--- src/rtl/alarm_ring_control_pkg.sv ---
// Shared definitions for the alarm side of the digital clock.
// - State encoding for the alarm ring sequencer.
// - Time field widths, shared with the clock/alarm time counters.
package alarm_ring_control_pkg;

  localparam int HH_W = 5;
  localparam int MM_W = 6;
  localparam int SS_W = 6;

  typedef enum logic [1:0] {
    ST_IDLE    = 2'd0,
    ST_RINGING = 2'd1,
    ST_SNOOZE  = 2'd2
  } alarm_state_e;

endpackage

--- src/rtl/alarm_ring_control_sec_downcounter.sv ---
// Seconds down-counter used for the ring and snooze durations.
// Ports:
//   ck, reset     : clock, asynchronous active-high reset
//   load          : load load_value (takes priority over tick)
//   load_value    : value to load
//   tick          : decrement by one; holds at zero, never wraps
//   zero_next     : the current tick moves the count from 1 to 0
module alarm_ring_control_sec_downcounter
  import alarm_ring_control_pkg::*;
#(
  parameter int WIDTH = 6
) (
  input  logic             ck,
  input  logic             reset,
  input  logic             load,
  input  logic [WIDTH-1:0] load_value,
  input  logic             tick,
  output logic             zero_next
);

  logic [WIDTH-1:0] value_q;

  always_ff @(posedge ck or posedge reset) begin
    if (reset) begin
      value_q <= '0;
    end else if (load) begin
      value_q <= load_value;
    end else if (tick && (value_q != '0)) begin
      value_q <= value_q - WIDTH'(1);
    end
  end

  assign zero_next = tick && (value_q == WIDTH'(1));

endmodule

--- src/rtl/alarm_ring_control.sv ---
// Alarm ring sequencer: fires once when the running time reaches the alarm
// time, drives the buzzer for a bounded time, and handles snooze/stop.
// Ports:
//   ck, reset                    : clock, asynchronous active-high reset
//   tick_1hz                     : one-ck pulse per second
//   clock_hh/mm/ss               : running clock time (binary)
//   alarm_hh/mm, alarm_en        : programmed alarm time and arm level
//   snooze, stop                 : debounced button levels
//   ring, snoozing, snooze_cnt   : registered buzzer drive, snooze flag,
//                                  snoozes used in the current alarm event
module alarm_ring_control
  import alarm_ring_control_pkg::*;
#(
  parameter int RING_SECONDS   = 60,
  parameter int SNOOZE_SECONDS = 300,
  parameter int MAX_SNOOZE     = 3
) (
  input  logic            ck,
  input  logic            reset,
  input  logic            tick_1hz,
  input  logic [HH_W-1:0] clock_hh,
  input  logic [MM_W-1:0] clock_mm,
  input  logic [SS_W-1:0] clock_ss,
  input  logic [HH_W-1:0] alarm_hh,
  input  logic [MM_W-1:0] alarm_mm,
  input  logic            alarm_en,
  input  logic            snooze,
  input  logic            stop,
  output logic            ring,
  output logic            snoozing,
  output logic [1:0]      snooze_cnt
);

  localparam int         RT_W    = $clog2(RING_SECONDS + 1);
  localparam int         ST_W    = $clog2(SNOOZE_SECONDS + 1);
  localparam logic [1:0] MAX_CNT = 2'(MAX_SNOOZE);

  alarm_state_e state_q;
  logic         ring_q, snoozing_q;
  logic [1:0]   snooze_cnt_q;
  logic         match_q, snooze_q, stop_q;

  logic match, trigger, snooze_p, stop_p, kill;
  logic in_idle, in_ring, in_snz;
  logic snz_accept, ring_load, ring_expire, snz_expire;

  assign match = alarm_en && (clock_hh == alarm_hh) && (clock_mm == alarm_mm)
                 && (clock_ss == '0);

  // Edge detection: the alarm minute fires once, a held button pulses once.
  assign trigger  = match  && !match_q;
  assign snooze_p = snooze && !snooze_q;
  assign stop_p   = stop   && !stop_q;
  assign kill     = stop_p || !alarm_en;

  assign in_idle = (state_q == ST_IDLE);
  assign in_ring = (state_q == ST_RINGING);
  assign in_snz  = (state_q == ST_SNOOZE);

  assign snz_accept = in_ring && !kill && snooze_p && (snooze_cnt_q < MAX_CNT);
  // Ring timer reloads on a fresh alarm and when a snooze period runs out.
  assign ring_load  = (in_idle && trigger) || (in_snz && !kill && snz_expire);

  alarm_ring_control_sec_downcounter #(.WIDTH(RT_W)) u_ring_timer (
    .ck         (ck),
    .reset      (reset),
    .load       (ring_load),
    .load_value (RT_W'(RING_SECONDS)),
    .tick       (tick_1hz && in_ring),
    .zero_next  (ring_expire)
  );

  alarm_ring_control_sec_downcounter #(.WIDTH(ST_W)) u_snooze_timer (
    .ck         (ck),
    .reset      (reset),
    .load       (snz_accept),
    .load_value (ST_W'(SNOOZE_SECONDS)),
    .tick       (tick_1hz && in_snz),
    .zero_next  (snz_expire)
  );

  // Outputs are registered from the next state so they switch together
  // with the state register.
  always_ff @(posedge ck or posedge reset) begin
    if (reset) begin
      state_q      <= ST_IDLE;
      ring_q       <= 1'b0;
      snoozing_q   <= 1'b0;
      snooze_cnt_q <= 2'd0;
      match_q      <= 1'b0;
      snooze_q     <= 1'b0;
      stop_q       <= 1'b0;
    end else begin
      match_q  <= match;
      snooze_q <= snooze;
      stop_q   <= stop;
      case (state_q)
        ST_IDLE: begin
          snoozing_q <= 1'b0;
          if (trigger) begin
            state_q      <= ST_RINGING;
            ring_q       <= 1'b1;
            snooze_cnt_q <= 2'd0;
          end else begin
            ring_q <= 1'b0;
          end
        end
        ST_RINGING: begin
          if (kill || (!snz_accept && ring_expire)) begin
            state_q    <= ST_IDLE;
            ring_q     <= 1'b0;
            snoozing_q <= 1'b0;
          end else if (snz_accept) begin
            state_q      <= ST_SNOOZE;
            ring_q       <= 1'b0;
            snoozing_q   <= 1'b1;
            snooze_cnt_q <= snooze_cnt_q + 2'd1;
          end else begin
            ring_q     <= 1'b1;
            snoozing_q <= 1'b0;
          end
        end
        ST_SNOOZE: begin
          if (kill) begin
            state_q    <= ST_IDLE;
            ring_q     <= 1'b0;
            snoozing_q <= 1'b0;
          end else if (snz_expire) begin
            state_q    <= ST_RINGING;
            ring_q     <= 1'b1;
            snoozing_q <= 1'b0;
          end else begin
            ring_q     <= 1'b0;
            snoozing_q <= 1'b1;
          end
        end
        default: begin
          state_q    <= ST_IDLE;
          ring_q     <= 1'b0;
          snoozing_q <= 1'b0;
        end
      endcase
    end
  end

  assign ring       = ring_q;
  assign snoozing   = snoozing_q;
  assign snooze_cnt = snooze_cnt_q;

endmodule

--- config.mk ---
export PLATFORM = sky130hd
export DESIGN_NAME = alarm_ring_control
export DESIGN_NICKNAME = d
export VERILOG_FILES = /design/src/rtl/alarm_ring_control_pkg.sv /design/src/rtl/alarm_ring_control_sec_downcounter.sv /design/src/rtl/alarm_ring_control.sv
export SDC_FILE = /design/constraint.sdc
export NUM_CORES = 1
export LEC_CHECK = 0
export BUFFER_PORTS_ARGS = -buffer_cell sky130_fd_sc_hd__buf_2
export CAP_MARGIN = 20
export CELL_PAD_IN_SITES_DETAIL_PLACEMENT = 0
export CELL_PAD_IN_SITES_GLOBAL_PLACEMENT = 1
export CORE_MARGIN = 2
export CORE_UTILIZATION = 40
export DETAILED_ROUTE_END_ITERATION = 16
export PLACE_DENSITY = 0.89
export SETUP_SLACK_MARGIN = 0.1
export SKIP_LAST_GASP = 1
export SYNTH_ARGS = -nofsm -noshare
export SYNTH_HDL_FRONTEND = slang
export SYNTH_SLANG_ARGS = --single-unit
--- constraint.sdc ---
create_clock -name ck -period 2.2 [get_ports ck]
set_input_delay 0.22 -clock ck [delete_from_list [all_inputs] [get_ports ck]]
set_output_delay 0.22 -clock ck [all_outputs]
set_load 0.02 [all_outputs]
Word-level counts from Yosys, hierarchy flattened
Index checks and enable logic that the tools add are counted.
Word-level totals
  input bits: 34
  output and inout port bits: 4
  logic and storage cells: 86
  bits in registers: 24
Cells by class
  reductions and logical operators: 37
  order comparisons: 1
  muxes and demuxes: 25
  equal/unequal tests: 11
  add/sub/neg operators: 3
Operator list (count)
  logical AND 1 bit: 19
  two-way mux 9 bit: 2
  two-way mux 2 bit: 8
  two-way mux 6 bit: 2
  == test 9 x 1 -> 1 bit, second input constant: 1
  two-way mux 1 bit: 9
  nonzero test 9 bit: 1
  subtractor 9 x 1 -> 9 bit, second input constant: 1
  == test 6 x 1 -> 1 bit, second input constant: 1
  == test 6 bit: 1
  logical NOT 1 bit: 6
  logical NOT 6 bit: 1
  one-hot mux 2 bit (3 select lines): 1
  nonzero test 2 bit: 3
  nonzero test 6 bit: 1
  subtractor 6 x 1 -> 6 bit, second input constant: 1
  == test 5 bit: 1
  inequality test 2 bit, second input constant: 2
  one-hot mux 2 bit (2 select lines): 1
  AND reduction 4 bit: 1
  logical OR 1 bit: 3
  inequality test 3 x 1 -> 1 bit, second input constant: 1
  inequality test 3 x 2 -> 1 bit, second input constant: 1
  one-hot mux 1 bit (3 select lines): 1
  8 further kinds: 8

Longest topological paths before layout
  depth after elaboration: 12
  mapped depth: 7
  depth with buffers taken out: 7

Hierarchy
A second synthesis with hierarchy kept.
Unflattened totals
  cells, all modules: 210
  area, all modules: 1890.6 sq um
Modules (own cells, without submodules)
  alarm_ring_control_sec_downcounter (u_snooze_timer): seq. area each 225.2 sq um, times used 1, cells each 81, area an instance 732.0 sq um
  alarm_ring_control: seq. area each 225.2 sq um, times used 1, cells each 80, area an instance 728.2 sq um
  alarm_ring_control_sec_downcounter (u_ring_timer): seq. area each 150.1 sq um, times used 1, cells each 49, area an instance 430.4 sq um

Worst setup path after synthesis
OpenSTA, ideal clock, no wires.
  kind: register -> register
  from: register snooze_cnt_q[0], in the netlist snooze_cnt[0]
  to: register snooze_cnt_q[0], in the netlist snooze_cnt[0]
  slack: 0.198 ns
  stages on the path, launching flop included: 7
  clock period less this slack: 2.002 ns
  setup time: 0.138 ns
  data required time: 2.062 ns
  buffers on the path: 0
  arrival time: 1.864 ns
  path through: dfrtp_1 -> ha_1 -> nor3b_1 -> nor3b_1 -> nor2_1 -> a21oi_1 -> o221ai_1
Between the ends
  longest elaborated chain between the ends: 7
  elaborated cells between the ends (all ways): 12
  classes of those cells: add/sub (1); order compare (1); eq/ne (2); mux (3); reduce/logical (5)
Ends and longest elaborated chain
  start: declaration: line alarm_ring_control.sv:40  | logic [1:0] snooze_cnt_q;
  start signal: assignment: line alarm_ring_control.sv:117  | snooze_cnt_q <= snooze_cnt_q + 2'd1;
  < comparator 2 bit: line alarm_ring_control.sv:60  | assign snz_accept = in_ring && !kill && snooze_p && (snooze_cnt_q < MAX_CNT);
  logical AND 1 bit: line alarm_ring_control.sv:60
  logical NOT 1 bit: line alarm_ring_control.sv:109  | if (kill || (!snz_accept && ring_expire)) begin
  logical AND 1 bit: line alarm_ring_control.sv:109
  logical OR 1 bit: line alarm_ring_control.sv:109
  inequality test 2 bit (no source line)
  AND reduction 4 bit (no source line)
Parallel ways exist; a longest one is shown, timed or not. The select of a mux whose other input is x is not followed.
A chain may end at the register's enable or synchronous reset.

Worst setup path after layout
  from: register u_snooze_timer.value_q[3]
  to: register state_q[0]
Between the ends
  longest elaborated chain between the ends: 4
Ends and longest elaborated chain
  start: declaration: line alarm_ring_control_sec_downcounter.sv:21  | logic [WIDTH-1:0] value_q;
  start signal: assignment: line alarm_ring_control_sec_downcounter.sv:27  | value_q <= load_value;
  start signal: assignment: line alarm_ring_control_sec_downcounter.sv:29  | value_q <= value_q - WIDTH'(1);
  == test 9 x 1 -> 1 bit: line alarm_ring_control_sec_downcounter.sv:33  | assign zero_next = tick && (value_q == WIDTH'(1));
  logical AND 1 bit: line alarm_ring_control_sec_downcounter.sv:33
  inequality test 3 x 2 -> 1 bit (no source line)
  AND reduction 3 bit (no source line)
  end signal: assignment: line alarm_ring_control.sv:86  | state_q <= ST_IDLE;
  end signal: assignment: line alarm_ring_control.sv:101  | state_q <= ST_RINGING;
  end signal: assignment: line alarm_ring_control.sv:110  | state_q <= ST_IDLE;
  end: declaration: line alarm_ring_control.sv:38  | alarm_state_e state_q;
No other way between the ends.

==> results by group <==
Critical path
  – Crit path DAT: approximately 2.2 ns
  – Crit end category: flop
  – Critical Path Source Type: flop
  – Critical Setup Path Class: flop to flop
  – Top cell family by delay on the critical path: simple AND/OR/NAND/NOR gates
  – Max stage delay on crit path: approximately 0.61 ns
  – Slowest CP cell: or4_4
  – Req. time, crit path: 2.41 ns
  – Buffers & Inverters on Critical Path: 0
  – Max FO, Critical Path: 7
  – CP Cell Sequence: or4_4, nor3_4, o2bb2ai_2, or4b_1, nand3_1

Power and ir drop
  – Sw frac: 0.2022
  – Power Density: about 470 nW/um2
  – Comb power frac: 0.085
  – Net Switching: about 0.18 mW
  – Clock power frac: 0.428
  – Leak: ~0.93 nW
  – Reg power frac: 0.488
  – Worst VDD drop: ~0.52 mV
  – Pint: ~0.73 mW

Clocking
  – H-tree depth: 1
  – CTS Buf Count: 3
  – Post-CTS Setup Inserts: 0
  – CTS tree: done
  – CTS root buffer: clkbuf_8
  – Max clock buf depth: 2
  – CTS clk-pin slew, worst paths: around 0.090 ns
  – Clk sink count: 24
  – Clk Latency, worst-skew pair: between 0.2 and 0.3 ns

Global route
  – Vias in the first global route: 1,251
  – Initial antenna violation count: 0
  – All-Layer GR Usage: 0.1650
  – Largest net degree at the start of global routing: 25
  – First-pass GRT wire length: between 5000 and 6000 um
  – Grt total ovfl: 0

Synth
  – Top post-synthesis cells by count: dfrtp_1, nand2_1, xor2_1, nor2_1, ha_1
  – Synth top area share: 0.3831
  – Post-synth EDFFs: 0
  – Syn Inst Count: 161
  – Sequential fraction of the synthesis area: 0.3831
  – Synth Net Count: 206
  – Most used DFF post-synth: dfrtp_1
  – Post-synthesis register bit count: 24
  – Most frequent cell after synthesis: dfrtp_1
  – Synth cell types: 43
  – Post-Syn Area per Cell: 9.738 um2
  – Netlist Area Pre-Place: between 1500 and 2000 um2
  – Asr flop ratio synth: 1.000
  – Synth warn: 0
  – Area leader, netlist: dfrtp_1
  – Main area contributors after synthesis: dfrtp_1, ha_1, xor2_1

Final layout
  – Area delta synth->final: 22.67%
  – Fraction of layout instances using a drive strength above 1: 0.2961
  – Final net count: between 200 and 300
  – Fin cells: approximately 250
  – Antenna diodes: 0

Floorplanning
  – CORE AREA: 3716 um2
  – Num ports: 38
  – Die height: about 67 um
  – Die X: 66.61 um
  – Die area: 4436 um2
  – Initial core utilization: 0.4219
  – FP Rows: 22

Min path
  – Hold crit path type: input port to flop

Drt
  – Initial DRT Pass Iterations: 4
  – Vias/cell: between 5 and 6
  – Iter 0 DRT Violations: about 140
  – WL per Instance: between 10 and 15 um
  – Final WL: between 3000 and 4000 um
  – Final ANT Viol Nets: 0
  – # DRC: 0
  – Via Count: between 1,000 and 1,500

STA
  – # setup viols final: 0
  – Relative slew slack: 0.6577
  – Slew Viols, Final: 0
  – Post-route setup TNS: 0 ns
  – Final Hold Fails: 0
  – Final Cycle Share: 0.9012
  – Worst slew pin tran: 0.5087 ns
  – Min Tclk post-route: ~2.0 ns
  – Max frequency: between 0.5 and 0.6 GHz
  – Skew final: about 0.013 ns
  – Unrepaired setup endpoints after global routing: false

Run status
  – Status: completed

Placed design
  – Post-Place Cells: about 250
  – Final Wtd Congestion: between 0.7 and 0.8
  – DP HPWL: between 2000 and 2500 um
  – Port bufs: 37

Run
  – Max cap viols: 0
==> power groups by stage <==
stage          registers [mW]  clock network (mW)  logic (mW)
2_1_floorplan           0.453                   0      0.0349
3_3_place_gp            0.453                   0      0.0761
3_5_place_dp            0.453                   0      0.0773
4_1_cts                 0.445               0.401      0.0789
5_1_grt                 0.445               0.425      0.0882
6_report                0.445               0.390      0.0773
==> path summary, 6_finish.rpt <==
path                                           start                        end  slack, ns  depth (start not counted)
min in group asynchronous                      reset  u_snooze_timer.value_q[5]       0.52                          4
hold / removal                                snooze                   snooze_q       0.06                          1
setup / recovery           u_snooze_timer.value_q[3]                 state_q[0]       0.22                          5
max in group asynchronous                      reset  u_snooze_timer.value_q[2]       1.42                          4
setup reg to reg           u_snooze_timer.value_q[3]                 state_q[0]       0.22                          5
hold reg to reg            u_snooze_timer.value_q[7]  u_snooze_timer.value_q[7]       0.55                          2
==> worst register-to-register path: stages (launching register included) <==
cell and delay (ns):
dfrtp_1 0.43, or4_4 0.61, nor3_4 0.25, o2bb2ai_2 0.10, or4b_1 0.46, nand3_1 0.09
==> cells in the final DEF, fill, tap and decap left out, types with 3 or more instances in the layout <==
| master | netlist | routed |
|---|---|---|
| buf_2 | 1 | 37 |
| nand4_1 | 3 | 3 |
| nand3_1 | 10 | 10 |
| nand2_1 | 15 | 15 |
| and2_1 | 3 | 3 |
| buf_4 | 0 | 5 |
| inv_1 | 8 | 8 |
| xnor2_1 | 7 | 7 |
| dfrtp_1 | 24 | 24 |
| clkbuf_8 | 0 | 3 |
| xor2_1 | 15 | 15 |
| nor3_1 | 7 | 7 |
| nor2_1 | 12 | 12 |
| a21oi_1 | 6 | 5 |
| ha_1 | 11 | 11 |
==> flip-flops by register name, summed over array words and instances, names as in the netlist <==
| register | cells |
|---|---|
| u_snooze_timer.value_q | 9 |
| u_ring_timer.value_q | 6 |
| snooze_cnt | 2 |
| state_q | 2 |
| match_q | 1 |
| ring | 1 |
| snooze_q | 1 |
| snoozing | 1 |
| stop_q | 1 |
==> area by class of cell <==
cell class	instances	area (um2)
inverter	8	30.03
tap	48	60.06
timing repair buffer	43	232.7
sequential	24	600.6
fill	345	1793
multi-input combinational	127	928.4
clock buffer	3	41.29
clock inverter	1	30.03
==> metal layers <==
metal / vias up / GRT usage / share of wire / routed length (um)
li1: 659 / - / - / -
met2: 27 / 0.2900 / 0.50 / 1622
met3: 0 / 0.04223 / 0.034 / 108
met4: 0 / 0.02041 / 0 / 0
met5: - / 0 / 0 / 0
met1: 620 / 0.2084 / 0.46 / 1491
==> stage by stage <==
step / util / hold slack [ns] / power (mW) / worst slack (ns) / cell area [um2]
6_report: 0.5175 / 0.05833 / 0.9115 / 0.2174 / 1923
2_1_floorplan: - / 0.2346 / 0.4882 / 0.1984 / 1568
5_1_grt: 0.5175 / 0.03693 / 0.9580 / 0.1191 / 1923
4_1_cts: 0.5155 / 0.05394 / 0.9241 / 0.1000 / 1916
3_3_place_gp: 0.4936 / 0.2872 / 0.5294 / 0.1398 / 1834
3_5_place_dp: 0.4936 / 0.2903 / 0.5307 / 0.1089 / 1834
==> cell families (layout without fill, tap and decap cells) <==
| kind of cell | after synthesis | after routing | share of synthesized area |
|---|---|---|---|
| xor+xnor | 22 | 22 | 0.1229 |
| fa+ha+maj | 11 | 11 | 0.08779 |
| mux | 1 | 1 | 0.007182 |
| buf+inv | 10 | 55 | 0.02953 |
| simple gates | 74 | 74 | 0.2666 |
| compound gates | 19 | 19 | 0.1030 |
| flops | 24 | 24 | 0.3831 |
==> repair_timing <==
action / in CTS / in global routing
hold buffers: 1 / 0
resized for setup: 0 / 2
endpoints found under the setup margin: 0 / 8
endpoints found under the hold margin: 14 / 0
Note: power is estimated with default switching activity, not from simulation.
